===== src/rtl/fcpu_pkg.sv =====
// Shared fetch-path types and widths for the fcpu core.
package fcpu_pkg;

  localparam int CRAM_ADDR_W      = 15;
  localparam int DATA_W           = 32;
  localparam int FQ_DEPTH_DEFAULT = 8;

  // One scheduler beat as held in the fetch queue.
  typedef struct packed {
    logic [CRAM_ADDR_W-1:0] pc;
    logic [DATA_W-1:0]      inst;
    logic                   taken;
    logic [CRAM_ADDR_W-1:0] true_pc;
  } fq_entry_t;

endpackage


===== src/rtl/fetch_queue.sv =====
// Fetch queue: ring FIFO between the instruction scheduler and decode.
// Head is presented first-word fall-through; a flush (mispredict redirect)
// empties the ring and adds the discarded occupancy to a saturating counter.
module fetch_queue
  import fcpu_pkg::*;
#(
  parameter int DEPTH     = FQ_DEPTH_DEFAULT,
  parameter int AF_MARGIN = 2,
  parameter int CNT_W     = $clog2(DEPTH) + 1
) (
  input  logic                   clk,
  input  logic                   rst,
  input  logic [CRAM_ADDR_W-1:0] i_pc,
  input  logic                   i_valid,
  input  logic [DATA_W-1:0]      i_inst,
  input  logic                   i_taken,
  input  logic [CRAM_ADDR_W-1:0] i_true_pc,
  output logic                   o_sched_ce,
  input  logic                   i_flush,
  output logic                   o_valid,
  output logic [CRAM_ADDR_W-1:0] o_pc,
  output logic [DATA_W-1:0]      o_inst,
  output logic                   o_taken,
  output logic [CRAM_ADDR_W-1:0] o_true_pc,
  input  logic                   i_ready,
  output logic [CNT_W-1:0]       o_count,
  output logic [15:0]            o_flush_cnt
);

  localparam int               PTR_W    = $clog2(DEPTH);
  localparam logic [CNT_W-1:0] CE_LIMIT = CNT_W'(DEPTH - AF_MARGIN);

  fq_entry_t        r_mem [DEPTH];
  logic [DEPTH-1:0] r_ent_vld;
  logic [PTR_W-1:0] r_head;
  logic [PTR_W-1:0] r_tail;
  logic [CNT_W-1:0] r_count;
  logic [15:0]      r_flush_cnt;

  logic             w_valid;
  logic             w_ce;
  logic             w_push;
  logic             w_pop;
  logic [16:0]      w_flush_sum;
  fq_entry_t        w_in;
  fq_entry_t        w_head;

  // ce looks only at registered occupancy, so there is no loop through the scheduler.
  assign w_valid     = (r_count != '0);
  assign w_ce        = !rst && (r_count < CE_LIMIT);
  assign w_push      = i_valid && w_ce && !i_flush;
  assign w_pop       = w_valid && i_ready && !i_flush;
  assign w_flush_sum = {1'b0, r_flush_cnt} + 17'(r_count);

  assign w_in.pc      = i_pc;
  assign w_in.inst    = i_inst;
  assign w_in.taken   = i_taken;
  assign w_in.true_pc = i_true_pc;

  // Head entry, forced to zero whenever the queue is empty.
  always_comb begin
    w_head = '0;
    if (w_valid && r_ent_vld[r_head]) begin
      w_head = r_mem[r_head];
    end
  end

  // Entry payload storage; contents only matter behind a set valid bit.
  always_ff @(posedge clk) begin
    if (w_push) begin
      r_mem[r_tail] <= w_in;
    end
  end

  // Pointers, occupancy, entry valid bits and the flush statistic.
  always_ff @(posedge clk or posedge rst) begin
    if (rst) begin
      r_head      <= '0;
      r_tail      <= '0;
      r_count     <= '0;
      r_ent_vld   <= '0;
      r_flush_cnt <= '0;
    end else if (i_flush) begin
      r_head      <= '0;
      r_tail      <= '0;
      r_count     <= '0;
      r_ent_vld   <= '0;
      r_flush_cnt <= w_flush_sum[16] ? 16'hFFFF : w_flush_sum[15:0];
    end else begin
      if (w_push) begin
        r_tail            <= r_tail + PTR_W'(1);
        r_ent_vld[r_tail] <= 1'b1;
      end
      if (w_pop) begin
        r_head <= r_head + PTR_W'(1);
        if (!(w_push && (r_tail == r_head))) begin
          r_ent_vld[r_head] <= 1'b0;
        end
      end
      r_count <= r_count + CNT_W'(w_push) - CNT_W'(w_pop);
    end
  end

  assign o_sched_ce  = w_ce;
  assign o_valid     = w_valid;
  assign o_pc        = w_head.pc;
  assign o_inst      = w_head.inst;
  assign o_taken     = w_head.taken;
  assign o_true_pc   = w_head.true_pc;
  assign o_count     = r_count;
  assign o_flush_cnt = r_flush_cnt;

endmodule

===== config.mk =====
export PLATFORM = sky130hd
export DESIGN_NAME = fetch_queue
export DESIGN_NICKNAME = d
export VERILOG_FILES = /design/src/rtl/fcpu_pkg.sv /design/src/rtl/fetch_queue.sv
export SDC_FILE = /design/constraint.sdc
export NUM_CORES = 1
export LEC_CHECK = 0
export BUFFER_PORTS_ARGS = -buffer_cell sky130_fd_sc_hd__buf_2
export CAP_MARGIN = 20
export CORE_AREA = 2 2 202 204
export DETAILED_ROUTE_END_ITERATION = 8
export DIE_AREA = 0 0 204 206
export GPL_ROUTABILITY_DRIVEN = 0
export PLACE_DENSITY = 0.75
export SYNTH_ARGS = -nofsm -noshare
export SYNTH_HDL_FRONTEND = slang
export SYNTH_SLANG_ARGS = --single-unit

===== constraint.sdc =====
create_clock -name clk -period 6.65 [get_ports clk]
set_clock_uncertainty 0.05 [all_clocks]
set_input_delay 1.33 -clock clk [delete_from_list [all_inputs] [get_ports clk]]
set_output_delay 1.33 -clock clk [all_outputs]
set_load 0.05 [all_outputs]

* Yosys cells after proc, flatten, opt, wreduce, memory -nomap -nowiden
Memory sizes are Yosys's and may differ from the RTL's. Index checks and enable logic that the tools add are counted.
Cells by class: $add $sub $neg 5, magnitude comparators 5, eq/ne operators 1, muxes and demuxes 20, bitwise logic cells 3, reduce and logical (&&, ||, !) cells 14
Operator list (number):
- two-way mux 63 bit | 1
- two-way mux 8 bit | 5
- adder 16 x 4 -> 17 bit | 1
- two-way mux 16 bit | 1
- two-way mux 3 bit | 4
- logical AND 1 bit | 9
- AND 8 bit | 1
- less-than comparator 3 x 4 -> 1 bit (second input constant) | 2
- inverter 8 bit | 1
- bitwise OR 8 bit | 1
- adder 3 x 1 -> 3 bit (second input constant) | 2
- demux 1 bit (select 3 bit) | 2
- greater-or-equal comparator 3 x 1 -> 1 bit (second input constant) | 2
- two-way mux 1 bit | 5
- adder 4 x 1 -> 4 bit | 1
- less-than comparator 4 x 3 -> 1 bit (second input constant) | 1
- two-way mux 4 bit | 1
- nonzero test 2 bit | 2
- nonzero test 4 bit | 1
- subtractor 4 x 1 -> 4 bit | 1
- binary-select mux 1 bit (select 3 bit) | 1
- == test 3 bit | 1
- zero test 1 bit | 2
Storage, ports and cells: register bits 34, RAM bits 504, input bits 68, output and inout bits 85, word-level logic and storage cells 54, memories 1
Memory list:
- r_mem | depth 8, width 63, rd ports 1, clocked after memory_dff 0, write ports 1, line fetch_queue.sv:33 | fq_entry_t r_mem [DEPTH];

* Depth between registers and ports, before layout
Gate-level depths: netlist (run 1).
word-level depth 11, depth in mapped cells 13, depth with buffers taken out 12

* Worst setup path after synthesis (run 1)
Ideal clock, no wire load.
kind input port to flip-flop, from in rst, to mem r_mem[2][0] (netlist name), enable pin, setup time 0.561 ns, arrival 6.944 ns, required time 6.039 ns, setup slack -0.905 ns, cell stages on the path 4, path buffers 0, cell sequence a211oi_2 and3_1 nand2_1 nor3_1
Between the ends: cells in the longest elaborated chain, start to end 6
Ends and longest elaborated chain:
- start: declaration | line fetch_queue.sv:12 | input logic rst,
- zero test 1 bit (no line)
- logical AND 1 bit | line fetch_queue.sv:50 | assign w_ce = !rst && (r_count < CE_LIMIT);
- logical AND 1 bit (2 in a row) | line fetch_queue.sv:51 | assign w_push = i_valid && w_ce && !i_flush;
- two-way mux 1 bit | line fetch_queue.sv:70 | if (w_push) begin
- two-way mux 1 bit (implied by the code) | line fetch_queue.sv:71 | r_mem[r_tail] <= w_in;
- end: declaration | line fetch_queue.sv:33
No other way between the ends.

* Worst setup path in the final report (run 1)
from reg r_head[2], to out o_inst[16]
Between the ends: cells in the longest elaborated chain, start to end 4, elaborated cells on any way between the ends 5, classes of those cells mux: 3; reduce/logical: 1; memory: 1
Ends and longest elaborated chain:
- start: declaration | line fetch_queue.sv:35 | logic [PTR_W-1:0] r_head;
- start signal: assignment | line fetch_queue.sv:95 | r_head <= r_head + PTR_W'(1);
- binary-select mux 1 bit (select 3 bit) | line fetch_queue.sv:63 | if (w_valid && r_ent_vld[r_head]) begin
- two-way mux 1 bit (implied by the code) | line fetch_queue.sv:63
- logical AND 1 bit | line fetch_queue.sv:63
- two-way mux 63 bit (*) | line fetch_queue.sv:63
- end: declaration | line fetch_queue.sv:22 | output logic [DATA_W-1:0] o_inst,
Mark *: on every way between the ends. The rest lies on a longest branch, timed or not. The select of a mux whose other input is x is not followed.

==> results of run 1 <==
report_power, final:
group          internal (W)  switching, W
combinational      0.000636      0.000858
clock               0.00167       0.00120
sequential          0.00378      0.000128
worst max-delay path, cell delays in order, from the launching register on:
cell       delay, ns
dfrtp_4         0.42
buf_4           0.74
nand2_2         0.34
o2bb2ai_1       0.32
o21ai_4         0.31
buf_4           0.37
a2111oi_0       0.46
buf_2           0.35
cells by family (layout without fill, tap and decap cells):
| kind of cell | Yosys count | count (layout) | synth area share (%) |
|---|---|---|---|
| other | 0 | 3 | 0 |
| buffers and inverters | 71 | 281 | 1.75 |
| muxes | 195 | 195 | 15.6 |
| xor gates and xnor gates | 12 | 12 | 0.495 |
| AOI/OAI and AO/OA | 82 | 82 | 2.80 |
| and+or+nand+nor | 148 | 148 | 3.22 |
| adders and majority gates | 14 | 14 | 0.895 |
| DFF | 538 | 538 | 75.3 |
path summary, 6_finish.rpt:
kind                                 from               to  slack [ns]  cells past startpoint
max reg2reg                    o_count[3]      r_mem[6][6]        3.18                      7
min in group asynchronous             rst  o_flush_cnt[10]        0.76                      2
max in group asynchronous             rst        r_head[2]        5.05                      3
min reg2reg                o_flush_cnt[0]   o_flush_cnt[0]        0.53                      2
min                        o_flush_cnt[0]   o_flush_cnt[0]        0.53                      2
max                             r_head[2]       o_inst[16]        1.33                      7
layout by cell type (no fill, tap or decap), types with 7 or more instances in the layout:
cell type  instances
o21ai_0            8
clkinv_2          11
inv_1             16
a211oi_1          17
clkbuf_1           7
buf_12             7
nor2b_1           15
a31oi_1            9
dfrtp_1           31
a2111oi_0         10
a21oi_1           15
clkbuf_16         54
edfxtp_1         504
clkinv_1          16
nand2_1           13
mux4_2           108
xor2_1             7
buf_4              8
nor2_1            75
ha_1              12
mux2i_1           82
a22o_1            10
nand3_1           13
buf_2            152
state kept, by name, indices dropped and copies added (netlist names):
signal,count
r_mem,504
o_flush_cnt,16
r_ent_vld,8
o_count,4
r_head,3
r_tail,3
metal layers:
layer	vias to the layer above	global-route usage, %	share of wire [%]
met4	6	6.31	2.3
met3	66	3.55	5.2
li1	4667	-	-
met2	266	34.1	51
met1	5412	27.2	42
met5	-	0	0.076
cell type report:
class	instances	area [µm²]
clock inverters	36	307
diodes	3	7.51
fillers	2838	15800
flip-flops and latches	538	16000
multi-input cells	451	4950
repair buffers	168	988
clock buffers	61	1380
inverters	16	60.1
well taps	532	666
stage by stage:
stage,std cells,worst slack [ns]
4_1_cts,1801,1.27
2_1_floorplan,1060,0.741
3_5_place_dp,1704,1.87
3_3_place_gp,1704,1.98
6_report,1805,1.33
5_1_grt,1803,0.977
==> results.sh, run 1 <==
export IMPL_antenna_found_initial=6
export IMPL_routedWlPerCell_um=23.3
export IMPL_ir_drop_mv=0.226
export IMPL_clockBufferDepth=3
export IMPL_yosysWarnings=0
export IMPL_dieArea_um2=42000
export IMPL_core_area_um2=40200
export IMPL_drc_errors=0
export IMPL_hold_viol=0
export IMPL_syn_nets=1142
export IMPL_syn_avg_cell_area_um2=20.0
export IMPL_netlist_instances=1060
export IMPL_overflow=0
export IMPL_fin_area_um2=24400
export IMPL_fin_nets=1310
export IMPL_critPathKind="flop to primary output"
export IMPL_worstPathRequired_ns=5.27
export IMPL_path_clk_slew_ns=0.06
export IMPL_synth_most_common_cell="edfxtp_1"
export IMPL_hpwlAfterDp_um=23200
export IMPL_via_count=10417
export IMPL_vias_per_cell=5.77
export IMPL_grtUsageTotal_pct=20.2
export IMPL_p_per_area_nw_per_um2=340
export IMPL_crit_arrival_ns=3.94
export IMPL_area_delta_synth_final_pct=14.7
export IMPL_die_h_um=206
export IMPL_worstPathMaxFanout=64
export IMPL_synth_cell_types=46
export IMPL_setup_tns_ns=0
export IMPL_drv_cap=0
export IMPL_clkLatencyLatePin_ns=0.57
export IMPL_outcome="completed"
export IMPL_grt_max_degree=126
export IMPL_synth_edf_count=504
export IMPL_firstDrtPassIters=5
export IMPL_netlist_area_um2=21200
export IMPL_cts_resized=0
export IMPL_async_flop_share_pct=6.32
export IMPL_routed_wl_um=42100
export IMPL_start_util_pct=52.9
export IMPL_yosysTopAreaCell="edfxtp_1"
export IMPL_cts_setup_buffers=0
export IMPL_worst_pin_slew_ns=1.12
export IMPL_core_rowCount=74
export IMPL_rsz0062_at_grt="false"
export IMPL_fin_crit_sh_pct=80.0
export IMPL_synth_commonest_cells="edfxtp_1 (504), mux4_2 (108), mux2i_1 (82)"
export IMPL_clock_sinks=538
export IMPL_hold_path_class="flop to flop"
export IMPL_max_freq_ghz=0.188
export IMPL_ys_seq_area_share_pct=75.3
export IMPL_final_max_slew_viol_count=0
export IMPL_die_w_um=204
export IMPL_layout_drive_gt1_share_pct=29.1
export IMPL_yosys_top_cells_area="edfxtp_1 (71%), mux4_2 (11%), dfrtp_1 (4.0%)"
export IMPL_antenna_left=0
export IMPL_ys_flop_type="edfxtp_1"
export IMPL_setup_viol=0
export IMPL_hold_buffers=0
export IMPL_p_leak_nw=8.00
export IMPL_cts_max_level=2
export IMPL_cp_end_kind="primary output"
export IMPL_cp_start_kind="flop"
export IMPL_drt_iter0_markers=700
export IMPL_finalCriticalPeriod_ns=5.32
export IMPL_utilization_pct=60.6
export IMPL_grt_pass1_vias=10555
export IMPL_clock_root_buffer="clkbuf_16"
export IMPL_portBuffers=152
export IMPL_numCtsBuffers=53
export IMPL_timing_slew_headroom_pct=25.1
export IMPL_synth_top_area_share_pct=71.3
export IMPL_holdWs_ns=0.534
export IMPL_ys_seq_elements=538
export IMPL_finalPower_w=0.00828
export IMPL_post_dp_cell_area_um2=22600
export IMPL_ios=153
export IMPL_grt_pass1_wl_um=63000
export IMPL_cts_tree="done"
No activity file was read; power rests on OpenSTA's default activity.
==> run 2, diff against run 1 <==
Settings changed: ABC_AREA set to 1, CORE_AREA 2 2 202 204 to 2 2 205 207, DIE_AREA 0 0 204 206 to 0 0 207 209.
Clock period 6.65 ns to 4.51 ns, I/O delays scaled along.
==> run 2 against run 1 <==
  * Core utilization fell by 0.13 points
  * Sequential power increased by 45%
  * First-iteration DRC count rose by 110%
  * Combinational power grew 110%
  * Synthesized cell count rose by 73%
  * Critical path depth up 1
  * Cell count up 42%
  * Total power up 61%
  * Hold slack worse by 0.15 ns
  * Critical path type unchanged
  * Largest cell class unchanged
  * Largest power group unchanged
==> results.sh, run 2 <==
export IMPL_synth_compound_area_share_pct=8.19
export IMPL_final_cell_count_no_fill=2557
export IMPL_r2r_cells=8
export IMPL_synth_xor_area_share_pct=0.321
export IMPL_r2r_start="o_count[3]"
export IMPL_worstPathMaxFanout=48
export IMPL_area_delta_synth_final_pct=14.2
export IMPL_utilization_pct=60.5
export IMPL_syn_avg_cell_area_um2=11.9
export IMPL_critPathKind="flop to primary output"
export IMPL_cp_end_kind="primary output"
export IMPL_synthSimpleGateAreaFrac_pct=14.2
export IMPL_largest_register_ffs=504
export IMPL_outcome="completed"
export IMPL_finalCriticalPeriod_ns=4.28
export IMPL_worst_pin_slew_ns=1.17
export IMPL_routed_wl_um=51000
export IMPL_max_freq_ghz=0.234
export IMPL_ys_seq_area_share_pct=73.1
export IMPL_via_count=14471
export IMPL_cp_start_kind="flop"
export IMPL_layout_drive_gt1_share_pct=13.9
export IMPL_numCtsBuffers=54
export IMPL_regMostFlops="r_mem"
export IMPL_routedWlPerCell_um=19.9
export IMPL_portBuffers=152
export IMPL_final_cell_mix="edfxtp_1 (504), nor2_1 (470), o21ai_0 (221), buf_2 (152), nand2_1 (147)"
export IMPL_clock_sinks=538
export IMPL_rsz0062_at_grt="false"
export IMPL_drv_cap=0
export IMPL_ys_seq_elements=538
export IMPL_synth_commonest_cells="edfxtp_1 (504), nor2_1 (474), o21ai_0 (221)"
export IMPL_dieArea_um2=43300
export IMPL_cts_setup_buffers=0
export IMPL_synth_cell_types=29
export IMPL_crit_path_max_incr_delay_ns=0.57
export IMPL_hpwlAfterDp_um=26400
export IMPL_yosys_top_cells_area="edfxtp_1 (69%), nor2_1 (8.1%), o21ai_0 (5.1%)"
export IMPL_yosysTopAreaCell="edfxtp_1"
export IMPL_synth_adder_area_share_pct=0.870
export IMPL_fin_nets=2049
export IMPL_crit_arrival_ns=3.32
export IMPL_path_clk_slew_ns=0.06
export IMPL_yosysWarnings=0
export IMPL_clockBufferDepth=3
export IMPL_netlist_area_um2=21900
export IMPL_synth_top_area_share_pct=69.3
export IMPL_drc_errors=0
export IMPL_timing_slew_headroom_pct=22.1
export IMPL_cts_max_level=2
export IMPL_overflow=0
export IMPL_final_common_cell="edfxtp_1"
export IMPL_synth_top_family_by_area="simple AND/OR/NAND/NOR gates"
export IMPL_p_per_area_nw_per_um2=534
export IMPL_worstPathRequired_ns=3.56
export IMPL_crit_path_frequent_cell="nand2_1"
export IMPL_grt_pass1_wl_um=77900
export IMPL_drt_iter0_markers=1499
export IMPL_fin_crit_sh_pct=94.8
export IMPL_synth_edf_count=504
export IMPL_die_h_um=209
export IMPL_grt_max_degree=234
export IMPL_firstDrtPassIters=5
export IMPL_core_rowCount=75
export IMPL_cts_tree="done"
export IMPL_finalPower_w=0.0133
export IMPL_synthMuxAreaShare_pct=0
export IMPL_clkLatencyLatePin_ns=0.60
export IMPL_r2r_end="r_mem[2][35]"
export IMPL_cp_slowest_cell="o21ai_4"
export IMPL_antenna_left=0
export IMPL_p_leak_nw=9.11
export IMPL_core_area_um2=41300
export IMPL_async_flop_share_pct=6.32
export IMPL_grtUsageTotal_pct=23.3
export IMPL_ys_flop_type="edfxtp_1"
export IMPL_dp_cells=2449
export IMPL_hold_viol=0
export IMPL_netlist_instances=1839
export IMPL_antenna_found_initial=9
export IMPL_worstPathCellList="buf_4 > nand2_1 > o211ai_1 > nand2_1 > o21ai_4 > buf_6 > nor3_1 > buf_2"
export IMPL_start_util_pct=52.9
export IMPL_syn_nets=1921
export IMPL_holdWs_ns=0.384
export IMPL_die_w_um=207
export IMPL_ir_drop_mv=0.414
export IMPL_hold_path_class="input port to async pin"
export IMPL_ff2ff_setup_slack_ns=1.78
export IMPL_clock_root_buffer="clkbuf_16"
export IMPL_ios=153
export IMPL_vias_per_cell=5.66
export IMPL_final_max_slew_viol_count=0
export IMPL_synth_most_common_cell="edfxtp_1"
export IMPL_grt_pass1_vias=14039
export IMPL_setup_viol=0
## run 2: cell types whose count changed after synthesis, sizes merged, moves of 30 or more
cell	previous run	this run
o21ai	9	222
mux4	108	0
mux2i	82	0
buf	35	65
nand3	13	69
inv	16	52
nor2	81	475
a21oi	15	120
nor3	5	58
nand2	14	147
## run 2: worst max path at each step
stage / from / to / slack [ns]
3_3_place_gp: r_head[0] / o_inst[23] / 0.83
3_5_place_dp: r_head[0] / o_true_pc[7] / 0.73
6_report: r_head[0] / o_true_pc[3] / 0.23
2_1_floorplan: o_count[3] / r_mem[1][0] / -0.17
5_1_grt: r_head[0] / o_pc[7] / 0.06
4_1_cts: r_head[0] / o_true_pc[7] / 0.08
## run 2: final cells by class
class                           instances  area (µm²)
Fill cell                            3222       16300
Sequential cell                       538       16000
Multi-Input combinational cell       1143        5190
Clock buffer                           74        1520
Timing Repair Buffer                  178        1090
Tap cell                              539         674
Clock inverter                         27         283
Inverter                               52         203
Antenna cell                            6        15.0
## run 2: kinds of logic (layout without fill, tap and decap cells)
family | count (synthesis) | in the layout
flip-flops | 538 | 538
XOR/XNOR | 8 | 8
buffers and inverters | 158 | 331
adder cells (fa/ha/maj) | 14 | 14
AO/OA/AOI/OAI | 351 | 351
other | 0 | 6
AND/OR/NAND/NOR | 770 | 770
## run 2: critical path: cells and delay by family (launching register included)
kind	cells	cell delay, ns
buffers and inverters	3	1.17
AO/OA/AOI/OAI	2	0.67
flip-flops	1	0.50
AND/OR/NAND/NOR	3	0.36
## run 2: per-stage QoR
| step | setup TNS, ns | cell area [µm²] | worst slack [ns] |
|---|---|---|---|
| 2_1_floorplan | -20.88 | 21900 | -0.166 |
| 4_1_cts | 0 | 24900 | 0.0837 |
| 3_5_place_dp | 0 | 23100 | 0.729 |
| 5_1_grt | 0 | 25000 | 0.0592 |
| 3_3_place_gp | 0 | 23100 | 0.834 |
| 6_report | 0 | 25000 | 0.234 |
## run 2: where the power goes
part	switching, W	internal (W)
sequential	0.000102	0.00557
combinational	0.00237	0.000804
clock	0.00184	0.00265
total	0.00431	0.00902
## run 2: layer usage
| layer | track usage (%) | routed length, µm | up-vias |
|---|---|---|---|
| met2 | 39.1 | 25600 | 499 |
| met1 | 30.5 | 20500 | 7123 |
| met3 | 3.92 | 3390 | 99 |
| met4 | 8.97 | 1430 | 8 |
| met5 | 0 | 52 | - |
| li1 | - | - | 6742 |
## run 2: repair_timing
action	4_1_cts	5_1_grt
setup endpoints to repair	0	47
hold buffers	0	0
gates resized for setup	0	2
